==> src/rtl/reg_dump_uart_tx.sv <==
// reg_dump_uart_tx: snapshots eight register-file debug taps and streams them out an
// 8N1 UART as eight "Rn=XXXX\r\n" lines of uppercase ASCII hex (72 characters per dump).
module reg_dump_uart_tx #(
  parameter int CLKS_PER_BIT = 434,
  parameter int DW           = 16
) (
  input  logic          clk,
  input  logic          rst_n,
  input  logic          start,
  input  logic [DW-1:0] S0,
  input  logic [DW-1:0] S1,
  input  logic [DW-1:0] S2,
  input  logic [DW-1:0] S3,
  input  logic [DW-1:0] S4,
  input  logic [DW-1:0] S5,
  input  logic [DW-1:0] S6,
  input  logic [DW-1:0] S7,
  output logic          tx,
  output logic          busy,
  output logic          done
);

  localparam int TW = (CLKS_PER_BIT > 1) ? $clog2(CLKS_PER_BIT) : 1;
  localparam logic [TW-1:0] TIMER_LAST = TW'(CLKS_PER_BIT - 1);
  localparam logic [2:0]    LAST_LINE  = 3'd7;
  localparam logic [3:0]    LAST_K     = 4'd8;

  typedef enum logic [1:0] {
    ST_IDLE  = 2'd0,
    ST_START = 2'd1,
    ST_DATA  = 2'd2,
    ST_STOP  = 2'd3
  } state_t;

  state_t         r_state;
  logic [TW-1:0]  r_timer;
  logic [2:0]     r_bit;
  logic [2:0]     r_line;
  logic [3:0]     r_k;
  logic           r_tx;
  logic           r_busy;
  logic           r_done;
  logic [DW-1:0]  r_shadow [0:7];

  state_t         w_state_nxt;
  logic [TW-1:0]  w_timer_nxt;
  logic [2:0]     w_bit_nxt;
  logic [2:0]     w_line_nxt;
  logic [3:0]     w_k_nxt;
  logic           w_tx_nxt;
  logic           w_busy_nxt;
  logic           w_done_nxt;
  logic           w_capture;
  logic           w_bit_end;
  logic           w_k_bad;
  logic [2:0]     w_bit_inc;
  logic [DW-1:0]  w_cur_reg;
  logic [7:0]     w_char;

  function automatic logic [7:0] hex_ascii(input logic [3:0] n);
    logic [7:0] a;
    if (n < 4'd10) begin
      a = 8'h30 + {4'h0, n};
    end else begin
      a = 8'h37 + {4'h0, n};
    end
    return a;
  endfunction

  // >= rather than == so a corrupted timer still wraps back into range
  assign w_bit_end = (r_timer >= TIMER_LAST);
  assign w_k_bad   = (r_k > LAST_K);
  assign w_bit_inc = r_bit + 3'd1;
  assign w_cur_reg = r_shadow[r_line];

  // Character generator: line index r_line, position k within "Rn=XXXX\r\n"
  always_comb begin
    w_char = 8'h00;
    case (r_k)
      4'd0:    w_char = 8'h52;
      4'd1:    w_char = 8'h30 + {5'd0, r_line};
      4'd2:    w_char = 8'h3D;
      4'd3:    w_char = hex_ascii(w_cur_reg[15:12]);
      4'd4:    w_char = hex_ascii(w_cur_reg[11:8]);
      4'd5:    w_char = hex_ascii(w_cur_reg[7:4]);
      4'd6:    w_char = hex_ascii(w_cur_reg[3:0]);
      4'd7:    w_char = 8'h0D;
      4'd8:    w_char = 8'h0A;
      default: w_char = 8'h00;
    endcase
  end

  // Next-state and registered-output logic for the UART framing FSM
  always_comb begin
    w_state_nxt = r_state;
    w_timer_nxt = r_timer;
    w_bit_nxt   = r_bit;
    w_line_nxt  = r_line;
    w_k_nxt     = r_k;
    w_tx_nxt    = r_tx;
    w_busy_nxt  = r_busy;
    w_done_nxt  = 1'b0;
    w_capture   = 1'b0;

    if ((r_state != ST_IDLE) && w_k_bad) begin
      w_state_nxt = ST_IDLE;
      w_timer_nxt = {TW{1'b0}};
      w_tx_nxt    = 1'b1;
      w_busy_nxt  = 1'b0;
    end else begin
      case (r_state)
        ST_IDLE: begin
          w_tx_nxt    = 1'b1;
          w_busy_nxt  = 1'b0;
          w_timer_nxt = {TW{1'b0}};
          if (start) begin
            w_capture   = 1'b1;
            w_line_nxt  = 3'd0;
            w_k_nxt     = 4'd0;
            w_bit_nxt   = 3'd0;
            w_tx_nxt    = 1'b0;
            w_busy_nxt  = 1'b1;
            w_state_nxt = ST_START;
          end else begin
            w_state_nxt = ST_IDLE;
          end
        end
        ST_START: begin
          if (w_bit_end) begin
            w_timer_nxt = {TW{1'b0}};
            w_bit_nxt   = 3'd0;
            w_tx_nxt    = w_char[0];
            w_state_nxt = ST_DATA;
          end else begin
            w_timer_nxt = r_timer + TW'(1'b1);
          end
        end
        ST_DATA: begin
          if (w_bit_end) begin
            w_timer_nxt = {TW{1'b0}};
            if (r_bit == 3'd7) begin
              w_tx_nxt    = 1'b1;
              w_state_nxt = ST_STOP;
            end else begin
              w_bit_nxt = w_bit_inc;
              w_tx_nxt  = w_char[w_bit_inc];
            end
          end else begin
            w_timer_nxt = r_timer + TW'(1'b1);
          end
        end
        ST_STOP: begin
          if (w_bit_end) begin
            w_timer_nxt = {TW{1'b0}};
            if ((r_line == LAST_LINE) && (r_k == LAST_K)) begin
              w_state_nxt = ST_IDLE;
              w_busy_nxt  = 1'b0;
              w_done_nxt  = 1'b1;
              w_tx_nxt    = 1'b1;
            end else begin
              // Next character follows the stop bit immediately, no idle gap
              if (r_k == LAST_K) begin
                w_k_nxt    = 4'd0;
                w_line_nxt = r_line + 3'd1;
              end else begin
                w_k_nxt = r_k + 4'd1;
              end
              w_tx_nxt    = 1'b0;
              w_state_nxt = ST_START;
            end
          end else begin
            w_timer_nxt = r_timer + TW'(1'b1);
          end
        end
        default: begin
          w_state_nxt = ST_IDLE;
          w_timer_nxt = {TW{1'b0}};
          w_tx_nxt    = 1'b1;
          w_busy_nxt  = 1'b0;
        end
      endcase
    end
  end

  // FSM state, counters and output registers
  always_ff @(posedge clk or negedge rst_n) begin
    if (!rst_n) begin
      r_state <= ST_IDLE;
      r_timer <= {TW{1'b0}};
      r_bit   <= 3'd0;
      r_line  <= 3'd0;
      r_k     <= 4'd0;
      r_tx    <= 1'b1;
      r_busy  <= 1'b0;
      r_done  <= 1'b0;
    end else begin
      r_state <= w_state_nxt;
      r_timer <= w_timer_nxt;
      r_bit   <= w_bit_nxt;
      r_line  <= w_line_nxt;
      r_k     <= w_k_nxt;
      r_tx    <= w_tx_nxt;
      r_busy  <= w_busy_nxt;
      r_done  <= w_done_nxt;
    end
  end

  // Shadow snapshot of the register taps, taken only on the capture edge
  always_ff @(posedge clk or negedge rst_n) begin
    if (!rst_n) begin
      for (int i = 0; i < 8; i++) begin
        r_shadow[i] <= {DW{1'b0}};
      end
    end else if (w_capture) begin
      r_shadow[0] <= S0;
      r_shadow[1] <= S1;
      r_shadow[2] <= S2;
      r_shadow[3] <= S3;
      r_shadow[4] <= S4;
      r_shadow[5] <= S5;
      r_shadow[6] <= S6;
      r_shadow[7] <= S7;
    end else begin
      for (int i = 0; i < 8; i++) begin
        r_shadow[i] <= r_shadow[i];
      end
    end
  end

  assign tx   = r_tx;
  assign busy = r_busy;
  assign done = r_done;

endmodule

==> config.mk <==
export PLATFORM = sky130hd
export DESIGN_NAME = reg_dump_uart_tx
export DESIGN_NICKNAME = d
export VERILOG_FILES = /design/src/rtl/reg_dump_uart_tx.sv
export SDC_FILE = /design/constraint.sdc
export NUM_CORES = 1
export LEC_CHECK = 0
export BUFFER_PORTS_ARGS = -buffer_cell sky130_fd_sc_hd__buf_2
export CORE_AREA = 8 8 172 174
export DETAILED_ROUTE_END_ITERATION = 10
export DIE_AREA = 0 0 180 182
export PLACE_DENSITY = 0.56
export RECOVER_POWER = 50
export SLEW_MARGIN = 0
export SYNTH_ARGS = -nofsm -noshare
export SYNTH_HDL_FRONTEND = slang
export SYNTH_SLANG_ARGS = --single-unit
==> constraint.sdc <==
create_clock -name clk -period 6.7 [get_ports clk]
set_input_delay 1.005 -clock clk [delete_from_list [all_inputs] [get_ports clk]]
set_output_delay 1.005 -clock clk [all_outputs]
set_load 0.005 [all_outputs]
## Yosys cells after proc, flatten, opt, wreduce, memory -nomap -nowiden

Index checks and enable logic that the tools add are counted.
W data, S select, Z words.

| cells by class | value |
|---|---|
| bitwise logic cells | 2 |
| add/subtract/negate cells | 13 |
| mux-type cells | 53 |
| magnitude comparators | 8 |
| reduce and logical (&&, ||, !) cells | 15 |
| eq/ne operators | 25 |

Operators by type and width:

| operator | number |
|---|---|
| $pmux W7 S9 | 1 |
| $add A6 B4 Y7 const A | 8 |
| $bmux W16 S3 | 1 |
| $mux W16 | 2 |
| $mux W7 | 4 |
| $mux W3 | 7 |
| $mux W1 | 19 |
| $mux W9 | 2 |
| $pmux W9 S2 | 1 |
| $eq A4 B3 Y1 const B | 4 |
| $lt A4 B4 Y1 const B | 4 |
| $mux W4 | 4 |
| $ne A3 B3 Y1 const B | 5 |
| $ne A2 B2 Y1 const B | 7 |
| $reduce_and A6 Y1 | 2 |
| $mux W2 | 5 |
| $add A9 B1 Y9 const B | 1 |
| $ge A9 B9 Y1 const B | 1 |
| $pmux W3 S3 | 1 |
| $eq A4 B2 Y1 const B | 2 |
| $pmux W2 S4 | 1 |
| $pmux W4 S2 | 1 |
| $add A6 B3 Y7 const A | 1 |
| $add A3 B1 Y3 const B | 2 |
| 24 further kinds | 30 |

| storage, ports and cells | value |
|---|---|
| logic and storage cells | 132 |
| register bits | 152 |
| output and inout bits | 3 |
| input bits | 131 |

## Longest topological paths before layout

Gate-level depths: netlist of run 1.

| depth | value |
|---|---|
| depth in word-level cells | 13 |
| depth in mapped cells | 14 |
| gate-level depth less buffers | 10 |

## Least setup slack after synthesis of run 1

OpenSTA, ideal clock, no wires.

| timing path | value |
|---|---|
| path kind | flip-flop to flip-flop |
| from | reg r_line[0] |
| to | reg r_tx (netlist: tx) |
| cell stages (with the launch flop) | 12 |
| required time | 6,604 ps |
| period minus slack after synthesis | 2,812 ps |
| path buffers | 1 |
| setup time | 96 ps |
| setup slack | 3,888 ps |
| arrival | 2,717 ps |
| path through | dfrtp_1 -> buf_6 -> mux4_1 -> mux2i_1 -> ha_1 -> inv_1 -> nor3_1 -> mux2_2 -> o22a_1 -> nand4_1 -> a21oi_1 -> o32ai_1 |

| between the ends | value |
|---|---|
| word-level cells in the longest chain between the ends | 13 |
| elaborated cells between the ends (all ways) | 33 |
| those cells by class | add/sub (9); order compare (4); eq/ne (1); mux (17); bitwise (1); reduce/logical (1) |

RTL lines:

| what | RTL line | source |
|---|---|---|
| start: declaration | 38 | `logic [2:0] r_line;` |
| start signal: assignment | 200 | `r_line <= w_line_nxt;` |
| $not A3 Y4 (implied by the code) | 74 | `assign w_cur_reg = r_shadow[r_line];` |
| $bmux W16 S3 | 74 |  |
| $mux W16 (implied by the code) (2 in a row) | 74 |  |
| $add A6 B4 Y7, or another cell as far along | 65 | `a = 8'h37 + {4'h0, n};` |
| $mux W7 | 62 | `if (n < 4'd10) begin` |
| $pmux W7 S9 | 79 | `case (r_k)` |
| $bmux W1 S3 | 146 | `w_tx_nxt = w_char[w_bit_inc];` |
| $mux W1 (implied by the code) | 146 |  |
| $mux W1 | 141 | `if (r_bit == 3'd7) begin` |
| $mux W1 | 139 | `if (w_bit_end) begin` |
| $pmux W1 S4 * | 111 | `case (r_state)` |
| $mux W1 * | 105 | `if ((r_state != ST_IDLE) && w_k_bad) begin` |
| end signal: assignment | 202 | `r_tx <= w_tx_nxt;` |
| end: declaration | 40 | `logic r_tx;` |

Mark *: on every way between the ends. The rest lies on a longest branch, timed or not. The select of a mux whose other input is x is not followed.
A chain may end at the register's enable or synchronous reset.

## Worst setup path in the final report of run 1

| timing path | value |
|---|---|
| from | reg r_state[0] |
| to | reg r_tx (netlist: tx) |

| between the ends | value |
|---|---|
| word-level cells in the longest chain between the ends | 4 |
| elaborated cells between the ends (all ways) | 12 |
| those cells by class | eq/ne (6); mux (2); reduce/logical (4) |

RTL lines:

| what | RTL line | source |
|---|---|---|
| start: declaration | 35 | `state_t r_state;` |
| start signal: assignment | 197 | `r_state <= w_state_nxt;` |
| $reduce_bool A2 Y1 | 105 |  |
| $logic_and A1 B1 Y1 | 105 |  |
| $ne A3 B3 Y1 (no source line) | n/a |  |
| $reduce_and A3 Y1 (no source line) | n/a |  |

Several ways; a longest one is shown, not always the timed one.

==> key figures, run 1 <==
Die
  – Die width: 180 µm
  – Core area: 26700 µm²
  – Die height: 182 µm
  – I/O Pins: 134
  – Starting Density: 29.5%
  – Die area: 32800 µm²
  – Row count: 60

Timing
  – Fin. Hold Viols: 0
  – Slew HR: -75.1%
  – Final worst path period share: 62.6%
  – RSZ-0062 raised after global routing: no
  – Crit path time final: 4.19 ns
  – Clk_skew: 0.0119 ns
  – Fmax: 0.238 GHz
  – Setup TNS: 0 ns
  – Final-report max-slew violation count: 95
  – Least-Margin Pin Slew: 2.62 ns
  – Final setup violation count: 0

Clock network
  – Post-cts resize count: 0
  – Setup Buffers After CTS: 0
  – Clock root cell: clkbuf_16
  – Clock buffer depth: 2
  – CTS clock-pin slew for the worst setup and hold paths: 0.06 ns
  – Skew-Pair Late Insertion Delay: 0.42 ns
  – Cts hold-fix bufs: 0
  – Clock sink total: 152
  – Clock tree from TritonCTS: done
  – Num CTS Buffers: 17
  – H-Tree Level Count: 4

Placed design
  – # placed instances: 1056
  – Post-DP HPWL: 13700 µm
  – GP Congestion: 0.845
  – Area after DPL: 8820 µm²
  – I/O Buffers: 133

Synth
  – Synth top cells by count: dfrtp_1 (151), mux2_2 (132), nor2_1 (37)
  – Top-area cell type share of the netlist area: 48.0%
  – Most frequent cell after synthesis: dfrtp_1
  – Ys async rst share: 100%
  – Sequential share of the synthesized area: 48.3%
  – Main area contributors after synthesis: dfrtp_1 (48%), mux2_2 (19%), mux4_2 (5.4%)
  – EDFF count, synth: 0
  – Cell Area, Synth: 7870 µm²
  – Ys Warns: 0
  – Syn_area_per_cell: 12.9 µm²
  – Synth cell types: 56
  – Post-Synthesis Cells: 609
  – Post-synth top area cell: dfrtp_1
  – Synth Flop Type: dfrtp_1
  – Synth Register Bits: 152
  – Syn Nets: 759

Global routing
  – Met3 usage: 2.50%
  – Initial antenna violation count: 0
  – Routing usage on met1: 14.6%
  – Tot GR Track Use: 11.6%
  – Top Usage Layer GRT: met2
  – Total grt overflow: 0
  – Vias in the first global route: 5688
  – Grt met2 use: 19.6%
  – First-pass GRT wire length: 30300 µm
  – Pin count of the biggest net entering global routing: 82

Cells and area
  – Antenna Cells: 0
  – Layout cells sized above 1: 43.5%
  – Area Overhead vs Synth: 19.2%
  – Fill count: 2620
  – Final #Nets: 884
  – Layout Utilization: 35.2%
  – Multi-input gate area: 3820 µm²
  – Register Area: 3810 µm²
  – Post-Layout Cell Count: 1088
  – Design area: 9390 µm²

Pwr
  – PD cells: 442 nW/µm²
  – Final Power: 4.15 mW
  – Pleak: 4.02 nW
  – VDD IR-drop max: 0.203 mV

Worst setup path
  – CP max stage delay: 1.85 ns
  – CP Launch Type: flop
  – Data arrival, critical path: 4.49 ns
  – CP Capture Type: flop
  – CP Cell Sequence: inv_1 > ha_1 > nand2_1 > mux2i_1 > nor4bb_1 > o21ai_0 > o32ai_1
  – Reg2Reg Setup Slack: 2.51 ns
  – Worst Setup Path Type: flop to flop
  – Worst-path maximum fanout: 64
  – Worst path slowest cell: nand2_1
  – Req. time, crit path: 7.00 ns

Run
  – Max-cap violations: 2

Run status
  – Failing checks: max-capacitance violations, max-slew violations
  – Status: complete, but fails checks

Drt
  – Post-DRT Antenna Nets: 0
  – Initial DRC count: 205
  – DRC viols: 0
  – Vias: 5259
  – Vias per cell: 4.83
  – DR WL/cell: 17.6 µm
  – WL final: 19100 µm
  – 1st-pass router iterations: 5

Worst hold path
  – Tightest Hold Check Type: flop to flop
## routing by layer
metal,routed length (µm),share of wire [%]
met1,8760,46
met2,9420,49
met3,671,3.5
met4,244,1.3
met5,0,0
## worst paths after layout
path / to / cells after the start / from
worst max-delay path: tx / 7 / r_state[0]
worst min-delay path: r_bit[1] / 2 / r_bit[1]
worst max register to register: tx / 7 / r_state[0]
worst min register to register: r_bit[1] / 2 / r_bit[1]
max in group asynchronous: r_line[1] / 2 / rst_n
min in group asynchronous: r_shadow[92] / 1 / rst_n
## cells by family after synthesis
family	Yosys count	synth area share [%]
muxes	183	30.1
adders and majority gates	19	3.02
and+or+nand+nor	121	7.39
DFF	152	48.3
buffers and inverters	45	3.15
xor gates and xnor gates	13	1.45
AOI/OAI and AO/OA	76	6.59
## cell type report
class                   instances  share of cell area (%)
well taps                     341                    4.54
repair buffers                137                    7.44
multi-input cells             412                    40.7
flip-flops and latches        152                    40.5
clock buffers                  19                    4.72
clock inverters                13                    1.49
inverters                      14                   0.560
## through the flow
stage          hold WS [ns]  worst slack [ns]
3_3_place_gp          0.475              3.21
5_1_grt               0.512              2.09
2_1_floorplan         0.454              3.89
3_5_place_dp          0.481              3.10
4_1_cts               0.494              3.06
6_report              0.493              2.51
## registers in the layout (all words and copies together), names as in the netlist
register / cells
r_state: 2
r_k: 4
done: 1
r_line: 3
tx: 1
busy: 1
r_bit: 3
r_shadow: 128
r_timer: 9
## placed cells by master, fill, tap and decap left out, types with 3 or more instances in the layout
cell	Yosys	final
nand2b_1	8	8
xor2_1	5	5
buf_4	0	4
a221oi_1	3	3
nand3_1	11	11
nand2_1	34	34
nand4_1	7	7
mux4_2	19	19
nor3_1	4	4
a31oi_1	4	4
dfrtp_1	151	150
and2_1	6	6
a21oi_1	14	14
mux2i_1	22	22
nor2b_1	5	5
clkbuf_1	18	4
o22ai_1	3	3
o21ai_1	7	7
nor2_1	37	37
mux4_1	7	7
o211ai_1	3	3
o21ai_0	15	15
clkbuf_16	0	17
a22o_1	7	7
a211oi_1	3	3
inv_6	0	5
clkinv_2	0	4
inv_1	14	14
buf_2	4	129
ha_1	19	19
mux2_2	132	132
xnor2_1	8	8
## critical path: cells and delay by family, from the launching register on
family                     cells  cell delay (ns)
and+or+nand+nor                2             2.35
AOI/OAI and AO/OA              2             0.52
muxes                          1             0.43
DFF                            1             0.41
adders and majority gates      1             0.27
buffers and inverters          1             0.10
## power by group
| part | switching, mW | internal (mW) | total [mW] | leakage (nW) |
|---|---|---|---|---|
| Clock | 0.392 | 0.562 | 0.955 | 0.289 |
| Sequential | 0.248 | 1.35 | 1.59 | 1.82 |
| Combinational | 0.727 | 0.871 | 1.60 | 1.91 |
| Total | 1.37 | 2.78 | 4.15 | 4.02 |
Power figures use the tool's default switching activity.
==> run 2, diff against run 1 <==
clock period = 4.03 ns   (was 6.7 ns; I/O delays follow)
==> run 2 against run 1 <==
Clock skew increased by 0.0019 ns. Non-clock buffer count up 5. Largest power group is now registers. Combinational power rose by 66%. The run still ends with max-capacitance violations, max-slew violations left. Clock power increased by 57%. Cell count rose by 0.46%. Design area grew 0.39%. Highest routed layer unchanged. Critical path depth grew 2. Largest cell class unchanged.
==> key figures, run 2 (same netlist as run 1, synthesis figures left out) <==
Timing
  – WHS: 0.403 ns (-0.0903 ns)
  – Fmax: 0.307 GHz (+29%)
  – Slew HR: -85.7% (-11 points)
  – Fin. Hold Viols: 0 (unchanged)
  – Final setup violation count: 0 (unchanged)
  – Final worst path period share: 80.9% (+18 points)
  – RSZ-0062 raised after global routing: no
  – Setup TNS: 0 ns (unchanged)
  – Final-report max-slew violation count: 107 (+13%)
  – Clk_skew: 0.0137 ns (+0.00186 ns)
  – Crit path time final: 3.26 ns (-0.932 ns)
  – Least-Margin Pin Slew: 2.79 ns (+0.166 ns)

Clock network
  – Setup Buffers After CTS: 0 (unchanged)
  – Clock root cell: clkbuf_16
  – Clock tree from TritonCTS: done
  – Skew-Pair Late Insertion Delay: 0.43 ns (about the same)
  – Clock sink total: 152 (unchanged)
  – Clock buffer depth: 2 (unchanged)
  – Cts hold-fix bufs: 0 (unchanged)
  – Num CTS Buffers: 17 (unchanged)
  – H-Tree Level Count: 4 (unchanged)
  – CTS clock-pin slew for the worst setup and hold paths: 0.07 ns (about the same)
  – Post-cts resize count: 0 (unchanged)

Worst setup path
  – Req. time, crit path: 4.36 ns (-2.64 ns)
  – Reg2Reg Setup Slack: 0.77 ns (-1.74 ns)
  – CP Capture Type: flop
  – Critical path launch point: r_line[1]
  – CP Launch Type: flop
  – Worst-path maximum fanout: 20 (-69%)
  – FF-to-FF End: tx
  – Worst Setup Path Type: flop to flop
  – Worst reg2reg path startpoint: r_line[1]
  – Data arrival, critical path: 3.59 ns (-0.90 ns)
  – Reg2Reg Depth: 9 (+2)

Pwr
  – PD cells: 725 nW/µm² (+64%)
  – Pleak: 4.04 nW (+0.54%)
  – VDD IR-drop max: 0.297 mV (+46%)
  – Final Power: 6.83 mW (+65%)

Run status
  – Status: complete, but fails checks
  – Failing checks: max-capacitance violations, max-slew violations

Die
  – Die height: 182 µm (unchanged)
  – Row count: 60 (unchanged)
  – Die area: 32800 µm² (unchanged)
  – Core area: 26700 µm² (unchanged)
  – I/O Pins: 134 (unchanged)
  – Starting Density: 29.5% (unchanged)
  – Die width: 180 µm (unchanged)

Run
  – Max-cap violations: 1 (-1)

Cells and area
  – Largest registers: r_shadow x128, r_timer x9, r_k x4
  – Antenna Cells: 0 (unchanged)
  – Leading cell type in the layout, fill and taps excluded: dfrtp_1
  – Area Overhead vs Synth: 19.7%
  – Biggest register: r_shadow
  – Final #Nets: 889 (+0.57%)
  – Commonest cells after routing, fill and taps aside: dfrtp_1 (149), mux2_2 (132), buf_2 (131)
  – Max reg flops: 128 (unchanged)
  – Layout Utilization: 35.4% (+0.14 points)
  – Layout cells sized above 1: 44.5% (+1.0 points)
  – Design area: 9420 µm² (+0.39%)

Worst hold path
  – Hold Path Depth: 2 (unchanged)
  – Hold_sp: S6[11]
  – Tightest Hold Check Type: primary input to flop
  – Sink of the worst hold path: r_shadow[27]

Drt
  – DR WL/cell: 17.9 µm (+1.8%)
  – 1st-pass router iterations: 5 (unchanged)
  – Vias per cell: 4.78 (-1.0%)
  – WL final: 19500 µm (+2.3%)
  – Vias: 5230 (-0.55%)
  – DRC viols: 0 (unchanged)
  – Post-DRT Antenna Nets: 0 (unchanged)
  – Initial DRC count: 259 (+26%)

Placed design
  – Post-DP HPWL: 14400 µm (+5.0%)
  – Area after DPL: 8880 µm² (+0.71%)
  – GP Congestion: 0.860 (+1.8%)
  – I/O Buffers: 133 (unchanged)

Global routing
  – Initial antenna violation count: 0 (unchanged)
  – Total grt overflow: 0 (unchanged)
  – Tot GR Track Use: 12.0% (+0.46 points)
  – First-pass GRT wire length: 31400 µm (+3.7%)
  – Vias in the first global route: 5677 (-0.19%)
  – Pin count of the biggest net entering global routing: 107 (+30%)
## run 2: cell count changes in the layout (fill, tap and decap cells not counted), moves of 2 or more
cell,previous run,this run
clkbuf_1,4,1
clkbuf_2,0,3
buf_12,0,2
buf_2,129,131
bufinv_16,2,0
clkbuf_8,1,3
clkinvlp_4,1,3
## run 2: critical path, cell delays in order (launching register included)
cell and delay (ns):
dfrtp_2 0.64, buf_12 0.25, mux4_2 0.51, mux2i_1 0.40, a211oi_2 0.16, xor2_1 0.22
o22ai_1 0.10, or4_4 0.53, a221oi_2 0.22, o32ai_1 0.12
## run 2: worst max path at each step
stage	end	slack, ns	depth (start not counted)
final	tx	0.77	9
after global routing	r_shadow[30]	0.53	2
after CTS	tx	0.76	10
after global placement	tx	0.86	10
after detailed placement	tx	0.77	10
after floorplan	tx	1.22	11
## run 2: per-stage QoR
| stage | std cells | setup slack [ns] |
|---|---|---|
| after CTS | 1093 | 0.756 |
| after global placement | 1061 | 0.861 |
| after floorplan | 609 | 1.22 |
| final | 1093 | 0.768 |
| after global routing | 1093 | 0.528 |
| after detailed placement | 1061 | 0.768 |
## run 2: power breakdown
group          internal (mW)  switching [mW]
Sequential              2.24           0.427
Clock                  0.844           0.660
Combinational           1.43            1.23
## run 2: cell type report
cell class / instances / area, µm²
Inverter: 14 / 52.6
Clock inverter: 12 / 90.1
Multi-Input combinational cell: 412 / 3830
Tap cell: 341 / 427
Fill cell: 2617 / 17200
Clock buffer: 20 / 467
Timing Repair Buffer: 142 / 752
Sequential cell: 152 / 3810
## run 2: routing by layer
metal  GRT usage (%)  share of wire, %
met4            4.20               1.4
met3            3.09               4.2
met2            20.0                49
met1            15.0                45
met5               0                 0
==> run 3, diff against run 2 <==
PLACE_DENSITY = 0.58   (was 0.56)
clock period = 2.7 ns   (was 4.03 ns; I/O delays follow)
==> run 3 against run 2 <==
The flow finishes with violations (max-capacitance violations, max-slew violations, negative setup slack). Critical path type unchanged. Maximum frequency grew 19%. Largest cell class unchanged. Non-clock buffer count increased by 44. Utilization grew 1.8 points. Routed wire length up 3.2%. Design area increased by 5.2%. Largest power group is now combinational cells. Sequential power is 49% higher. Via count is 4.2% higher.
==> key figures, run 3 (same netlist as run 1, synthesis figures left out) <==
Worst setup path
  – CP Launch Type: flop
  – Worst-path maximum fanout: 15 (-25%)
  – Worst reg2reg path startpoint: r_line[1]
  – Reg2Reg Depth: 9 (unchanged)
  – Data arrival, critical path: 3.08 ns (-0.51 ns)
  – Endpoint of the worst setup timing path: tx
  – Reg2Reg Setup Slack: -0.05 ns (-0.82 ns)
  – Worst Setup Path Type: flop to flop
  – CP Capture Type: flop
  – FF-to-FF End: tx
  – Critical path launch point: r_line[1]
  – Req. time, crit path: 3.03 ns (-1.33 ns)

Die
  – I/O Pins: 134 (unchanged)
  – Row count: 60 (unchanged)
  – Starting Density: 29.5% (unchanged)
  – Die height: 182 µm (unchanged)
  – Die width: 180 µm (unchanged)
  – Die area: 32800 µm² (unchanged)
  – Core area: 26700 µm² (unchanged)

Placed design
  – Area after DPL: 9200 µm² (+3.6%)
  – I/O Buffers: 133 (unchanged)
  – Post-place setup slack: -0.136 ns (-0.904 ns)
  – Post-DP HPWL: 15200 µm (+5.8%)
  – GP Congestion: 0.901 (+4.8%)

Global routing
  – Pin count of the biggest net entering global routing: 61 (-43%)
  – Total grt overflow: 0 (unchanged)
  – Vias in the first global route: 5953 (+4.9%)
  – Initial antenna violation count: 0 (unchanged)
  – Tot GR Track Use: 12.4% (+0.34 points)
  – First-pass GRT wire length: 32600 µm (+3.6%)

Drt
  – Met2 WL: 9490 µm (-1.3%)
  – WL final: 20200 µm (+3.2%)
  – Top Metal Used: met4
  – Post-Route M1 WL: 9510 µm (+8.0%)
  – Post-DRT Antenna Nets: 0 (unchanged)
  – Vias per cell: 4.79 (+0.14%)
  – DRC viols: 0 (unchanged)
  – DR WL/cell: 17.7 µm (-0.75%)
  – 1st-pass router iterations: 6 (+1)
  – Vias: 5448 (+4.2%)
  – Initial DRC count: 282 (+8.9%)
  – Met3 WL: 860 µm (+4.2%)

Cells and area
  – Max reg flops: 128 (unchanged)
  – Largest registers: r_shadow x128, r_timer x9, r_k x4
  – Register Area: 3810 µm² (unchanged)
  – Leading cell type in the layout, fill and taps excluded: dfrtp_1
  – Fill count: 2567 (-1.9%)
  – Multi-input gate area: 3880 µm² (+1.5%)
  – Biggest register: r_shadow
  – Area Overhead vs Synth: 25.9%
  – Final #Nets: 933 (+4.9%)
  – Design area: 9910 µm² (+5.2%)
  – Commonest cells after routing, fill and taps aside: dfrtp_1 (149), buf_2 (132), mux2_2 (130)
  – Layout cells sized above 1: 47.9% (+3.3 points)
  – Antenna Cells: 0 (unchanged)

Timing
  – Slew HR: -3.94% (+82 points)
  – Crit path time final: 2.75 ns (-0.509 ns)
  – Final setup violation count: 1 (+1)
  – Setup TNS: -0.0525 ns (-0.0525 ns)
  – Least-Margin Pin Slew: 1.56 ns (-1.23 ns)
  – WHS: 0.207 ns (-0.196 ns)
  – Final-report max-slew violation count: 61 (-43%)
  – Final worst path period share: 102% (+21 points)
  – Clk_skew: 0.00863 ns (-0.00510 ns)
  – Fmax: 0.363 GHz (+19%)
  – Setup WS post-layout: -0.0525 ns (-0.821 ns)
  – RSZ-0062 raised after global routing: yes
  – Fin. Hold Viols: 0 (unchanged)

Pwr
  – VDD IR-drop max: 0.495 mV (+67%)
  – Pleak: 4.32 nW (+6.8%)
  – Logic pwr share: 40.8% (+1.9 points)
  – Switching fraction of total power: 32.3% (-1.5 points)
  – P_int: 7.49 mW (+66%)
  – Switching power: 3.58 mW (+55%)
  – Clock share of power: 23.3% (+1.3 points)
  – Sequential Power Share: 35.9% (-3.2 points)
  – PD cells: 1120 nW/µm² (+54%)

Clock network
  – Clock tree from TritonCTS: done
  – CTS clock-pin slew for the worst setup and hold paths: 0.07 ns (about the same)
  – Num CTS Buffers: 17 (unchanged)
  – H-Tree Level Count: 4 (unchanged)
  – Clock sink total: 152 (unchanged)
  – Clock root cell: clkbuf_16
  – Clock buffer depth: 2 (unchanged)
  – Skew-Pair Late Insertion Delay: 0.42 ns (about the same)

Run
  – Max-cap violations: 1 (unchanged)

Worst hold path
  – Hold_sp: S3[10]
  – Tightest Hold Check Type: primary input to flop

Run status
  – Status: complete, but fails checks
  – Failing checks: max-capacitance violations, max-slew violations, negative setup slack
run 3: changes by cell type in the layout (fill, tap and decap cells not counted), sizes merged:
cell / previous run / this run
clkinv: 4 / 2
inv: 19 / 16
dlygate4sd3: 0 / 1
bufinv: 0 / 4
clkinvlp: 3 / 2
clkbuf: 24 / 27
buf: 138 / 180
run 3: what timing repair did:
item / 4_1_cts / 5_1_grt
endpoints found under the hold margin: 44 / 0
buffers inserted: 5 / 3
gates resized for setup: 1 / 5
pin swaps: 0 / 0
setup endpoints to repair: 1 / 1
hold buffers: 1 / 0
run 3: critical path, cell delays in order (launching register included):
cell,delay (ns)
dfrtp_2,0.37
buf_12,0.16
mux4_2,0.50
mux2_4,0.31
a21boi_1,0.16
xor2_1,0.17
o22ai_1,0.12
or4_4,0.53
a221oi_2,0.22
o32ai_1,0.12
run 3: final cells by class:
| cell class | instances | area share [%] |
|---|---|---|
| Sequential cell | 152 | 38.4 |
| Multi-Input combinational cell | 412 | 39.2 |
| Tap cell | 341 | 4.31 |
| Clock inverter | 10 | 1.68 |
| Timing Repair Buffer | 186 | 11.2 |
| Inverter | 14 | 0.530 |
| Clock buffer | 22 | 4.68 |
run 3: per-layer routing:
metal	up-vias	global-route usage [%]
met5	-	0
met4	0	3.73
met3	18	2.75
met2	137	19.7
met1	2698	16.6
li1	2595	-
run 3: power groups by stage:
stage	logic (mW)	registers (mW)	clock network (mW)
floorplan	3.31	3.72	0
global placement	4.32	4.04	0
detailed placement	4.40	4.03	0
CTS	4.47	3.99	2.64
global route	4.96	4.09	2.75
finish	4.52	3.98	2.58
run 3: worst min-delay path by stage:
stage                          endpoint  depth (start not counted)
after detailed placement  r_shadow[124]                          1
after CTS                  r_shadow[74]                          2
final                      r_shadow[74]                          2
after global placement     r_shadow[84]                          1
after floorplan                    busy                          0
after global routing      r_shadow[127]                          2
run 3: metrics by stage:
step	util, %	cells	power [mW]
after global routing	37.2	1137	11.8
after floorplan	-	609	7.03
after global placement	34.5	1096	8.37
after detailed placement	34.5	1096	8.43
after CTS	37.1	1134	11.1
final	37.2	1137	11.1
